`src/rtl/fifo_rd_arbiter.sv`:
```
// fifo_rd_arbiter: round-robin burst scheduler for one async-FIFO read port; FIFO_RD_ARB_WATCHDOG_EN adds a stall watchdog.
// Latency: grant one cycle after req, out_valid/out_data/out_id one cycle after fifo_rd.
// Backpressure: fifo_empty stalls the burst with grant held; dropping req ends the burst.
module fifo_rd_arbiter #(
    parameter int NUM_REQ   = 4,
    parameter int WIDTH_D   = 8,
    parameter int BURST_LEN = 4,
    localparam int IDW      = $clog2(NUM_REQ)
) (
    input  logic               r_clk,
    input  logic               r_rst,
    input  logic [NUM_REQ-1:0] req,
    input  logic               fifo_empty,
    input  logic [WIDTH_D-1:0] fifo_rdata,
    output logic               fifo_rd,
    output logic [NUM_REQ-1:0] grant,
    output logic [WIDTH_D-1:0] out_data,
    output logic               out_valid,
    output logic [IDW-1:0]     out_id
);

    typedef enum logic {IDLE, BURST} state_t;

    localparam logic [3:0]         LAST_BEAT = 4'(BURST_LEN - 1);
    localparam logic [IDW-1:0]     LAST_IDX  = IDW'(NUM_REQ - 1);
    localparam logic [NUM_REQ-1:0] ONE_HOT0  = NUM_REQ'(1);

    state_t             state;
    logic [IDW-1:0]     ptr;
    logic [IDW-1:0]     g;
    logic [IDW-1:0]     sel_idx;
    logic [IDW-1:0]     cand;
    logic               sel_found;
    logic [3:0]         beat_cnt;
    logic               req_g;
    logic               last_beat;
    logic               burst_exit;
    logic               wd_hit;
    logic [WIDTH_D-1:0] data_q;

    assign req_g      = req[g];
    assign fifo_rd    = (state == BURST) && req_g && !fifo_empty;
    assign last_beat  = fifo_rd && (beat_cnt == LAST_BEAT);
    assign burst_exit = last_beat || !req_g || wd_hit;

    // First set request scanning upward from the priority pointer, with wrap.
    always_comb begin
        sel_found = 1'b0;
        sel_idx   = '0;
        cand      = '0;
        for (int i = 0; i < NUM_REQ; i++) begin
            cand = IDW'((int'(ptr) + i) % NUM_REQ);
            if (!sel_found && req[cand]) begin
                sel_found = 1'b1;
                sel_idx   = cand;
            end
        end
    end

    always_ff @(posedge r_clk or negedge r_rst) begin
        if (!r_rst) begin
            state    <= IDLE;
            grant    <= '0;
            g        <= '0;
            ptr      <= '0;
            beat_cnt <= '0;
        end else begin
            case (state)
                IDLE: begin
                    if (sel_found) begin
                        grant    <= ONE_HOT0 << sel_idx;
                        g        <= sel_idx;
                        beat_cnt <= '0;
                        state    <= BURST;
                    end
                end
                BURST: begin
                    if (fifo_rd) begin
                        beat_cnt <= beat_cnt + 4'd1;
                    end
                    if (burst_exit) begin
                        grant <= '0;
                        ptr   <= (g == LAST_IDX) ? '0 : g + IDW'(1);
                        state <= IDLE;
                    end
                end
                default: state <= IDLE;
            endcase
        end
    end

`ifdef FIFO_RD_ARB_WATCHDOG_EN
    logic [3:0] stall_cnt;

    // Fifteenth consecutive starved cycle releases the grant like a normal exit.
    assign wd_hit = (state == BURST) && req_g && fifo_empty && (stall_cnt == 4'd14);

    always_ff @(posedge r_clk or negedge r_rst) begin
        if (!r_rst) begin
            stall_cnt <= '0;
        end else if (state == IDLE || fifo_rd) begin
            stall_cnt <= '0;
        end else if (req_g && fifo_empty) begin
            stall_cnt <= stall_cnt + 4'd1;
        end
    end
`else
    assign wd_hit = 1'b0;
`endif

    // g is left untouched in IDLE so the final beat keeps its owner's id.
    always_ff @(posedge r_clk or negedge r_rst) begin
        if (!r_rst) begin
            out_valid <= 1'b0;
            out_id    <= '0;
            data_q    <= '0;
        end else begin
            out_valid <= fifo_rd;
            out_id    <= g;
            if (out_valid) begin
                data_q <= fifo_rdata;
            end
        end
    end

    assign out_data = out_valid ? fifo_rdata : data_q;

endmodule

```
`config.mk`:
```
export PLATFORM = sky130hd
export DESIGN_NAME = fifo_rd_arbiter
export DESIGN_NICKNAME = d
export VERILOG_FILES = /design/src/rtl/fifo_rd_arbiter.sv
export SDC_FILE = /design/constraint.sdc
export NUM_CORES = 1
export LEC_CHECK = 0
export CELL_PAD_IN_SITES_DETAIL_PLACEMENT = 0
export CELL_PAD_IN_SITES_GLOBAL_PLACEMENT = 1
export CORE_UTILIZATION = 36
export CTS_CLUSTER_DIAMETER = 40
export DETAILED_ROUTE_END_ITERATION = 16
export PLACE_DENSITY_LB_ADDON = 0.1
export SLEW_MARGIN = 20
export SYNTH_ARGS = -nofsm -noshare
export SYNTH_HDL_FRONTEND = slang
export SYNTH_SLANG_ARGS = --single-unit
export TNS_END_PERCENT = 50
```
`constraint.sdc`:
```
create_clock -name r_clk -period 1.9 [get_ports r_clk]
set_input_delay 0.19 -clock r_clk [delete_from_list [all_inputs] [get_ports r_clk]]
set_output_delay 0.19 -clock r_clk [all_outputs]
set_load 0.01 [all_outputs]
```
==> results_dict.tcl, run 1 <==
set metrics [dict create \
    cp-start-kind "flop" \
    fill_cells 250 \
    wirelength_um 2070 \
    cellPowerDensity_mw_per_mm2 1430 \
    rows 19 \
    dieArea_mm2 0.00322 \
    ys_seq_area_share_pct 55.7 \
    p_sw_share_pct 32.9 \
    finalSetupViolations 0 \
    tightestPinTransition_ps 395 \
    syn2layout_area_growth_pct 40.8 \
    cts_tree "yes" \
    clock_sinks 24 \
    initial_utilization_pct 38.4 \
    fin_nets 142 \
    p_seq_share_pct 39.8 \
    rsz0062_at_grt "no" \
    path_buf_inv 1 \
    timing.final.crit_period_ps 1750 \
    combPwrFrac_pct 48.3 \
    grtUsageTotal_pct 14.7 \
    whs_ps 216 \
    clk_latency_ps 310 \
    total_power_w 0.00218 \
    syn_inst 84 \
    dr.first_iter.drc_count 41 \
    clk_pin_slew_ps 130 \
    htree_levels 1 \
    hold_violations 0 \
    setup_slack_ps 146 \
    reg2regPathDepth 4 \
    die_w_um 56.7 \
    finalSetupTns_ps 0 \
    ys_warn_count 0 \
    synth_top_area_share_pct 55.7 \
    worstSetupPathType "reg -> reg" \
    worst_ir_drop_vdd_mv 0.635 \
    antenna_found_initial 0 \
    cp-endpoint "ptr[1]" \
    cp.arrival_ps 1960 \
    place_hpwl_um 1580 \
    ys_ff_latch 24 \
    slew_headroom_pct 73.5 \
    pwr-share-clk_pct 11.9 \
    worstPathMaxFanout 3 \
    cp-end-kind "flop" \
    drcViolationCount 6 \
    dr.pass1.iters 10 \
    p_leak_nw 0.752 \
    hold_path.class "in -> async" \
    via_per_inst 5.07 \
    slowest_stage "mux4_2" \
    overflow 0 \
    reg2reg_from "g[0]" \
    required_ps 2100 \
    numPortBuffers 30 \
    fin_skew_ps 9.71 \
    place_ws_ps -58.5 \
    core_mm2 0.00281 \
    crit_chain "mux4_2 > buf_4 > o22ai_4 > mux2_2" \
    cp-startpoint "g[0]" \
    avgRoutedWirePerCell_um 13.4 \
    seq_area_um2 602 \
    cts_setup_buffers 0 \
    r2r_end "ptr[1]" \
    violations "design-rule violations" \
    design_area_mm2 0.00152 \
    r2r_setup_slack_ps 150 \
    synth_fp_nets 101 \
    drv_slew 0 \
    cts_root_buf "clkbuf_4" \
    status "finished with violations" \
    insertedDiodeCount 0 \
    holdBufCountCts 0 \
    drive_gt1_share_pct 25.8 \
    grt_pass1_vias 767 \
    grt_pass1_wl_um 3540 \
    multi_input_area_um2 449 \
    netlist_area_mm2 0.00108 \
    p_int_w 0.00146 \
    ant_nets 0 \
    grt_max_degree 25 \
    fmax_mhz 570 \
    clockBufferDepth 2 \
    place_congestion 0.728 \
    cts_inserted_buffers 3 \
    vias 786 \
    cp_top_family "multiplexers" \
    place_area_mm2 0.00146 \
    min_period_over_period_pct 92.3 \
    ios 31 \
    yosysTopAreaCell "dfrtp_1" \
    p_switching_w 0.000717 \
    cp_slowest_stage_delay_ps 540 \
    die_h_um 56.7 \
    yosys-top-cells-area "dfrtp_1, mux2_2, mux2i_1, nand2_1, ha_1" \
    yosysUniqueCellTypes 29 \
    cap_violations 0 \
    syn_area_per_cell_um2 12.8 \
    path_depth 4 \
]
## cells in the mapped netlist
cell,n
mux2_2,10
o21ai_0,2
o41ai_1,1
or2b_2,1
nand2_1,9
mux4_2,1
ha_1,2
nor2b_4,1
inv_1,2
nor2_1,4
or3_1,1
buf_2,1
mux2i_1,4
o21bai_1,1
o2bb2ai_1,2
a311oi_1,1
buf_6,1
nor2b_1,1
or3b_2,1
nor2b_2,1
nand2b_1,2
nor3_1,2
a22o_1,2
dfrtp_1,24
o22ai_4,1
nand4_2,1
a21oi_1,3
clkbuf_1,1
a21o_1,1
## registers in the layout, indices dropped and copies added (netlist names)
name / flops
grant: 4
out_id: 2
data_q: 8
state: 1
ptr: 2
g: 2
out_valid: 1
beat_cnt: 4
## metal layers
layer	track usage [%]	wire [µm]
met1	18.2	892
met2	24.0	1040
met3	4.38	111
met4	5.36	33
met5	0	0
## kinds of logic (layout without fill, tap and decap cells)
kind of cell	Yosys count	in the layout	synth area share, %
buffers and inverters	5	45	2.55
muxes	15	15	16.3
DFF	24	24	55.7
AOI/OAI and AO/OA	14	14	10.5
adders and majority gates	2	2	2.32
and+or+nand+nor	24	24	12.7
## cells in the final DEF (no fill, tap or decap)
| master | n |
|---|---|
| mux2i_1 | 4 |
| nor3_1 | 2 |
| clkbuf_8 | 1 |
| nand4_2 | 1 |
| nand2_1 | 9 |
| dlymetal6s2s_1 | 8 |
| nor2b_1 | 1 |
| dfrtp_2 | 1 |
| buf_4 | 9 |
| or3_1 | 1 |
| nand2b_1 | 2 |
| clkbuf_4 | 3 |
| nor2b_2 | 1 |
| nor2b_4 | 1 |
| inv_1 | 2 |
| a21oi_1 | 3 |
| dfrtp_1 | 23 |
| nor2_1 | 4 |
| mux4_2 | 1 |
| clkbuf_2 | 1 |
| o21bai_1 | 1 |
| o22ai_4 | 1 |
| o2bb2ai_1 | 2 |
| a311oi_1 | 1 |
| or3b_2 | 1 |
| mux2_2 | 10 |
| a21o_1 | 1 |
| o41ai_1 | 1 |
| a22o_1 | 2 |
| or2b_2 | 1 |
| clkdlybuf4s50_1 | 21 |
| o21ai_0 | 2 |
| ha_1 | 2 |
## how the worst min path moves through the flow
| stage | start | endpoint | slack, ps |
|---|---|---|---|
| after floorplan | r_rst | beat_cnt[0] | -110 |
| after global placement | g[1] | out_id[1] | 460 |
| after detailed placement | beat_cnt[3] | beat_cnt[3] | 470 |
| after CTS | r_rst | data_q[4] | 220 |
| after global routing | r_rst | data_q[4] | 240 |
| final | r_rst | data_q[4] | 220 |
## metrics by stage
stage | std cells | util, %
floorplan | 84 | -
global placement | 151 | 52.2
detailed placement | 151 | 52.2
CTS | 155 | 53.5
global route | 155 | 54.1
finish | 155 | 54.1
## power by group through the flow
stage | Sequential, W | Clock, W | Combinational, W
floorplan | 0.000862 | 0 | 0.000601
detailed placement | 0.000877 | 0 | 0.00111
finish | 0.000866 | 0.000259 | 0.00105
global placement | 0.000870 | 0 | 0.00109
CTS | 0.000869 | 0.000271 | 0.00111
global route | 0.000895 | 0.000288 | 0.00115
## layout make-up
type | instances | area share (%)
sequential | 24 | 39.7
timing repair buffer | 39 | 25.2
inverter | 2 | 0.495
tap | 31 | 2.56
clock buffer | 4 | 2.39
multi-input combinational | 55 | 29.6
## what timing repair did
action | in CTS | in global routing
gates resized for setup | 3 | 9
setup endpoints to repair | 9 | 9
pin swaps | 0 | 0
endpoints found under the hold margin | 0 | 0
Note: power is estimated with default switching activity, not from simulation.
==> run 2, diff against run 1 <==
CTS_CLUSTER_SIZE = 40   (was default)
MAX_ROUTING_LAYER = met4   (was default)
==> run 2 against run 1 <==
Compared with the run above: the run still ends with design-rule violations left; non-clock buffer count stayed put; sequential cell count did not move; via count fell by 1.7%; critical endpoint unchanged; largest power group unchanged; design area did not move.
==> results_dict.tcl, run 2 (synthesis gave the netlist of run 1 again) <==
set metrics [dict create \
    ios 31 \
    core_mm2 0.00281 \
    cp_slowest_stage_delay_ps 500 \
    min_period_over_period_pct 92.1 \
    cp-start-kind "flop" \
    wirelength_um 2070 \
    required_ps 2100 \
    clockBufferDepth 2 \
    design_area_mm2 0.00152 \
    insertedDiodeCount 0 \
    rows 19 \
    regMostFlops "data_q" \
    die_w_um 56.7 \
    dr.pass1.iters 9 \
    grt_pass1_vias 768 \
    dieArea_mm2 0.00322 \
    worstPathMaxFanout 4 \
    final_cells 155 \
    fin_nets 142 \
    status "finished with violations" \
    setup_slack_ps 150 \
    cap_violations 0 \
    hold_violations 0 \
    hold_path.class "in -> async" \
    p_leak_nw 0.752 \
    avgRoutedWirePerCell_um 13.3 \
    syn2layout_area_growth_pct 40.8 \
    largest_register_ff_count 8 \
    place_area_mm2 0.00146 \
    initial_utilization_pct 38.4 \
    cts_root_buf "clkbuf_4" \
    worstSetupPathType "reg -> reg" \
    clk_latency_ps 310 \
    place_congestion 0.737 \
    violations "design-rule violations" \
    cellPowerDensity_mw_per_mm2 1430 \
    dr.first_iter.drc_count 36 \
    place_ws_ps -58.5 \
    fmax_mhz 571 \
    tightestPinTransition_ps 395 \
    place_hpwl_um 1580 \
    reg_top3 "data_q x8, beat_cnt x4, grant x4" \
    antenna_found_initial 0 \
    overflow 0 \
    rsz0062_at_grt "no" \
    total_power_w 0.00217 \
    cp-end-kind "flop" \
    numPortBuffers 30 \
    drive_gt1_share_pct 25.8 \
    final_cell_mix "dfrtp_1, clkdlybuf4s50_1, mux2_2" \
    fin_skew_ps 9.35 \
    whs_ps 217 \
    htree_levels 1 \
    crit_chain "ha_1 > or3b_2 > o22ai_4 > mux2_2" \
    die_h_um 56.7 \
    slowest_stage "or3b_2" \
    holdBufCountCts 0 \
    vias 773 \
    clock_sinks 24 \
    finalSetupViolations 0 \
    clk_pin_slew_ps 130 \
    cts_inserted_buffers 3 \
    worst_ir_drop_vdd_mv 0.633 \
    drcViolationCount 6 \
    grt_pass1_wl_um 3540 \
    slew_headroom_pct 73.5 \
    drv_slew 0 \
    timing.final.crit_period_ps 1750 \
    ant_nets 0 \
    dpl.cell_count 151 \
    grtUsageTotal_pct 15.1 \
    grt_max_degree 25 \
    via_per_inst 4.99 \
    cts_tree "yes" \
    cp.arrival_ps 1950 \
    final_common_cell "dfrtp_1" \
]
-- run 2: cell counts in the layout (fill, tap and decap cells not counted) --
No cell type changed its count.
-- run 2: what timing repair did --
item,4_1_cts,5_1_grt
cloned,0,0
setup endpoints to repair,9,9
buffers inserted,0,0
gates resized for setup,3,9
-- run 2: cell type report --
| type | instances | area, µm² |
|---|---|---|
| Timing Repair Buffer | 39 | 383 |
| Multi-Input combinational cell | 55 | 449 |
| Clock buffer | 4 | 36.3 |
| Inverter | 2 | 7.51 |
| Sequential cell | 24 | 602 |
| Fill cell | 250 | 1290 |
| Tap cell | 31 | 38.8 |
-- run 2: power by group --
group	internal, W	leakage (nW)	switching (W)
Clock	0.000117	0.0210	0.000142
Combinational	0.000616	0.433	0.000435
Sequential	0.000727	0.298	0.000139
-- run 2: worst paths after layout --
kind                             start   endpoint  slack [ps]  cells past startpoint
max                        beat_cnt[0]     ptr[1]         150                      4
min                              r_rst  data_q[4]         220                      2
max reg2reg                beat_cnt[0]     ptr[1]         150                      4
min reg2reg                       g[1]  out_id[1]         480                      0
max in group asynchronous        r_rst  out_valid        1440                      2
min in group r_clk                g[1]  out_id[1]         480                      0
-- run 2: metrics by stage --
step                      setup TNS, ps  util, %
after CTS                             0     53.5
final                                 0     54.1
after detailed placement           -213     52.2
after global routing                  0     54.1
after global placement            -26.9     52.2
after floorplan                       0        -
-- run 2: per-layer routing --
metal | routed length [µm] | vias to the layer above | track usage, % | part of all wire [%]
li1 | - | 377 | - | -
met1 | 908 | 376 | 18.2 | 44
met2 | 1030 | 16 | 24.0 | 50
met3 | 99 | 4 | 4.38 | 4.8
met4 | 33 | 0 | 5.36 | 1.6
met5 | 0 | - | - | 0
-- run 2: critical path: cells and delay by family (launching register included) --
kind	cells	cell delay, ps
AO/OA/AOI/OAI	1	190
adder cells (fa/ha/maj)	1	180
flip-flops	1	430
multiplexers	1	350
AND/OR/NAND/NOR	1	500
==> run 3, diff against run 2 <==
CORE_MARGIN = 3   (was default)
==> run 3 against run 2 <==
Compared with the run above: largest power group unchanged; clock power shrank 21%; largest cell class unchanged; sequential cell count is the same; via count shrank 0.13%; critical endpoint is now out_data[7]; power shrank 1.7%; die area grew 15%; critical path type is now reg -> out; core utilization shrank 0.40 points; sequential power shrank 0.5%; worst setup slack lost 78 ps; first-iteration DRC count shrank 36%; combinational power is essentially flat; the flow now finishes without violations.
==> results_dict.tcl, run 3 (synthesis gave the netlist of run 1 again) <==
set metrics [dict create \
    cp-start-kind "flop" \
    die_w_um 60.7 \
    fin_skew_ps 1.94 \
    whs_ps 233 \
    drive_gt1_share_pct 24.4 \
    status "complete, no violations" \
    dieArea_mm2 0.00369 \
    total_power_w 0.00214 \
    cp-end-kind "output port" \
    reg2regPathDepth 4 \
    tightestPinTransition_ps 381 \
    dpl.cell_count 150 \
    rows 19 \
    core_mm2 0.00281 \
    dr.pass1.iters 4 \
    avgRoutedWirePerCell_um 13.6 \
    r2r_setup_slack_ps 120 \
    numPortBuffers 30 \
    finalSetupTns_ps 0 \
    combPwrFrac_pct 50.2 \
    drv_slew 0 \
    cp-startpoint "out_valid" \
    worst_ir_drop_vdd_mv 0.584 \
    cts_inserted_buffers 3 \
    place_hpwl_um 1640 \
    p_switching_w 0.000711 \
    die_h_um 60.7 \
    min_period_over_period_pct 96.2 \
    cp-endpoint "out_data[7]" \
    final_cells 154 \
    p_leak_nw 0.736 \
    setup_slack_ps 72.3 \
    dr.first_iter.drc_count 23 \
    cts_tree "yes" \
    overflow 0 \
    htree_levels 1 \
    ios 31 \
    ant_nets 0 \
    syn2layout_area_growth_pct 39.7 \
    rsz0062_at_grt "no" \
    antenna_found_initial 0 \
    reg_top3 "data_q x8, beat_cnt x4, grant x4" \
    fmax_mhz 547 \
    hold_path.class "in -> async" \
    finalSetupViolations 0 \
    grt_max_degree 25 \
    timing.final.crit_period_ps 1830 \
    final_cell_mix "dfrtp_1, clkdlybuf4s50_1, mux2_2" \
    place_ws_ps -80.6 \
    final_common_cell "dfrtp_1" \
    initial_utilization_pct 38.4 \
    clockBufferDepth 2 \
    p_int_w 0.00143 \
    slew_headroom_pct 74.4 \
    clock_sinks 24 \
    grt_pass1_wl_um 3500 \
    clk_latency_ps 300 \
    via_per_inst 5.01 \
    place_congestion 0.747 \
    p_sw_share_pct 33.3 \
    drcViolationCount 0 \
    grt_pass1_vias 796 \
    cap_violations 0 \
    wirelength_um 2090 \
    hold_violations 0 \
    pwr-share-clk_pct 9.6 \
    worstPathMaxFanout 9 \
    reg2reg_from "beat_cnt[0]" \
    grtUsageTotal_pct 13.3 \
    cp.arrival_ps 1640 \
    required_ps 1710 \
    clk_pin_slew_ps 110 \
    regMostFlops "data_q" \
    worstSetupPathType "reg -> out" \
    insertedDiodeCount 0 \
    r2r_end "ptr[0]" \
    largest_register_ff_count 8 \
    vias 772 \
    fin_nets 142 \
    p_seq_share_pct 40.3 \
    cellPowerDensity_mw_per_mm2 1420 \
    cts_root_buf "clkbuf_4" \
    fill_cells 263 \
]
==> run 3: cell count changes in the layout (fill, tap and decap cells not counted), sizes merged <==
cell           previous run  this run
dlymetal6s2s              8         7
clkdlybuf4s15             0         1
clkdlybuf4s50            21        22
clkbuf                    5         3
==> run 3: power groups by stage <==
stage	combinational (W)	clock (W)	sequential, W
3_5_place_dp	0.00110	0	0.000875
3_3_place_gp	0.00108	0	0.000870
2_1_floorplan	0.000601	0	0.000862
4_1_cts	0.00112	0.000221	0.000865
5_1_grt	0.00118	0.000245	0.000896
6_report	0.00107	0.000204	0.000861
==> run 3: worst min path at each step <==
| stage | from | to | slack [ps] | cells past startpoint |
|---|---|---|---|---|
| 3_5_place_dp | g[1] | out_id[1] | 460 | 0 |
| 2_1_floorplan | r_rst | beat_cnt[0] | -110 | 0 |
| 4_1_cts | r_rst | data_q[7] | 240 | 2 |
| 5_1_grt | r_rst | data_q[7] | 250 | 2 |
| 6_report | r_rst | data_q[1] | 230 | 2 |
| 3_3_place_gp | beat_cnt[3] | beat_cnt[3] | 460 | 1 |
==> run 3: per-stage QoR <==
stage	utilization, %	area [µm²]
global route	53.7	1510
detailed placement	51.9	1460
floorplan	-	1080
finish	53.7	1510
CTS	53.0	1490
global placement	51.9	1460
==> run 3: worst max-delay path, stage by stage, from the launching register on <==
cell and delay (ps):
dfrtp_2 490, mux2_2 370, clkdlybuf4s50_1 480
==> run 3: routing by layer <==
metal | GRT usage [%] | vias up | share of wire [%]
met2 | 21.5 | 15 | 51
li1 | - | 381 | -
met3 | 3.83 | 4 | 3.6
met5 | - | - | 0
met4 | 3.72 | 0 | 1.1
met1 | 16.3 | 372 | 45
==> run 3: final cells by class <==
cell class                      instances  area, µm²  share of cell area [%]
Inverter                                2       7.51                   0.499
Sequential cell                        24        602                    40.0
Multi-Input combinational cell         55        449                    29.8
Clock buffer                            3       22.5                    1.50
Tap cell                               31       38.8                    2.58
Timing Repair Buffer                   39        385                    25.6
==> run 3: what timing repair did <==
item / in CTS / in global routing
hold buffers: 0 / 0
buffers inserted: 1 / 0
gates resized for setup: 2 / 8
gates cloned: 0 / 0
pin swaps: 0 / 0
endpoints found under the setup margin: 9 / 8
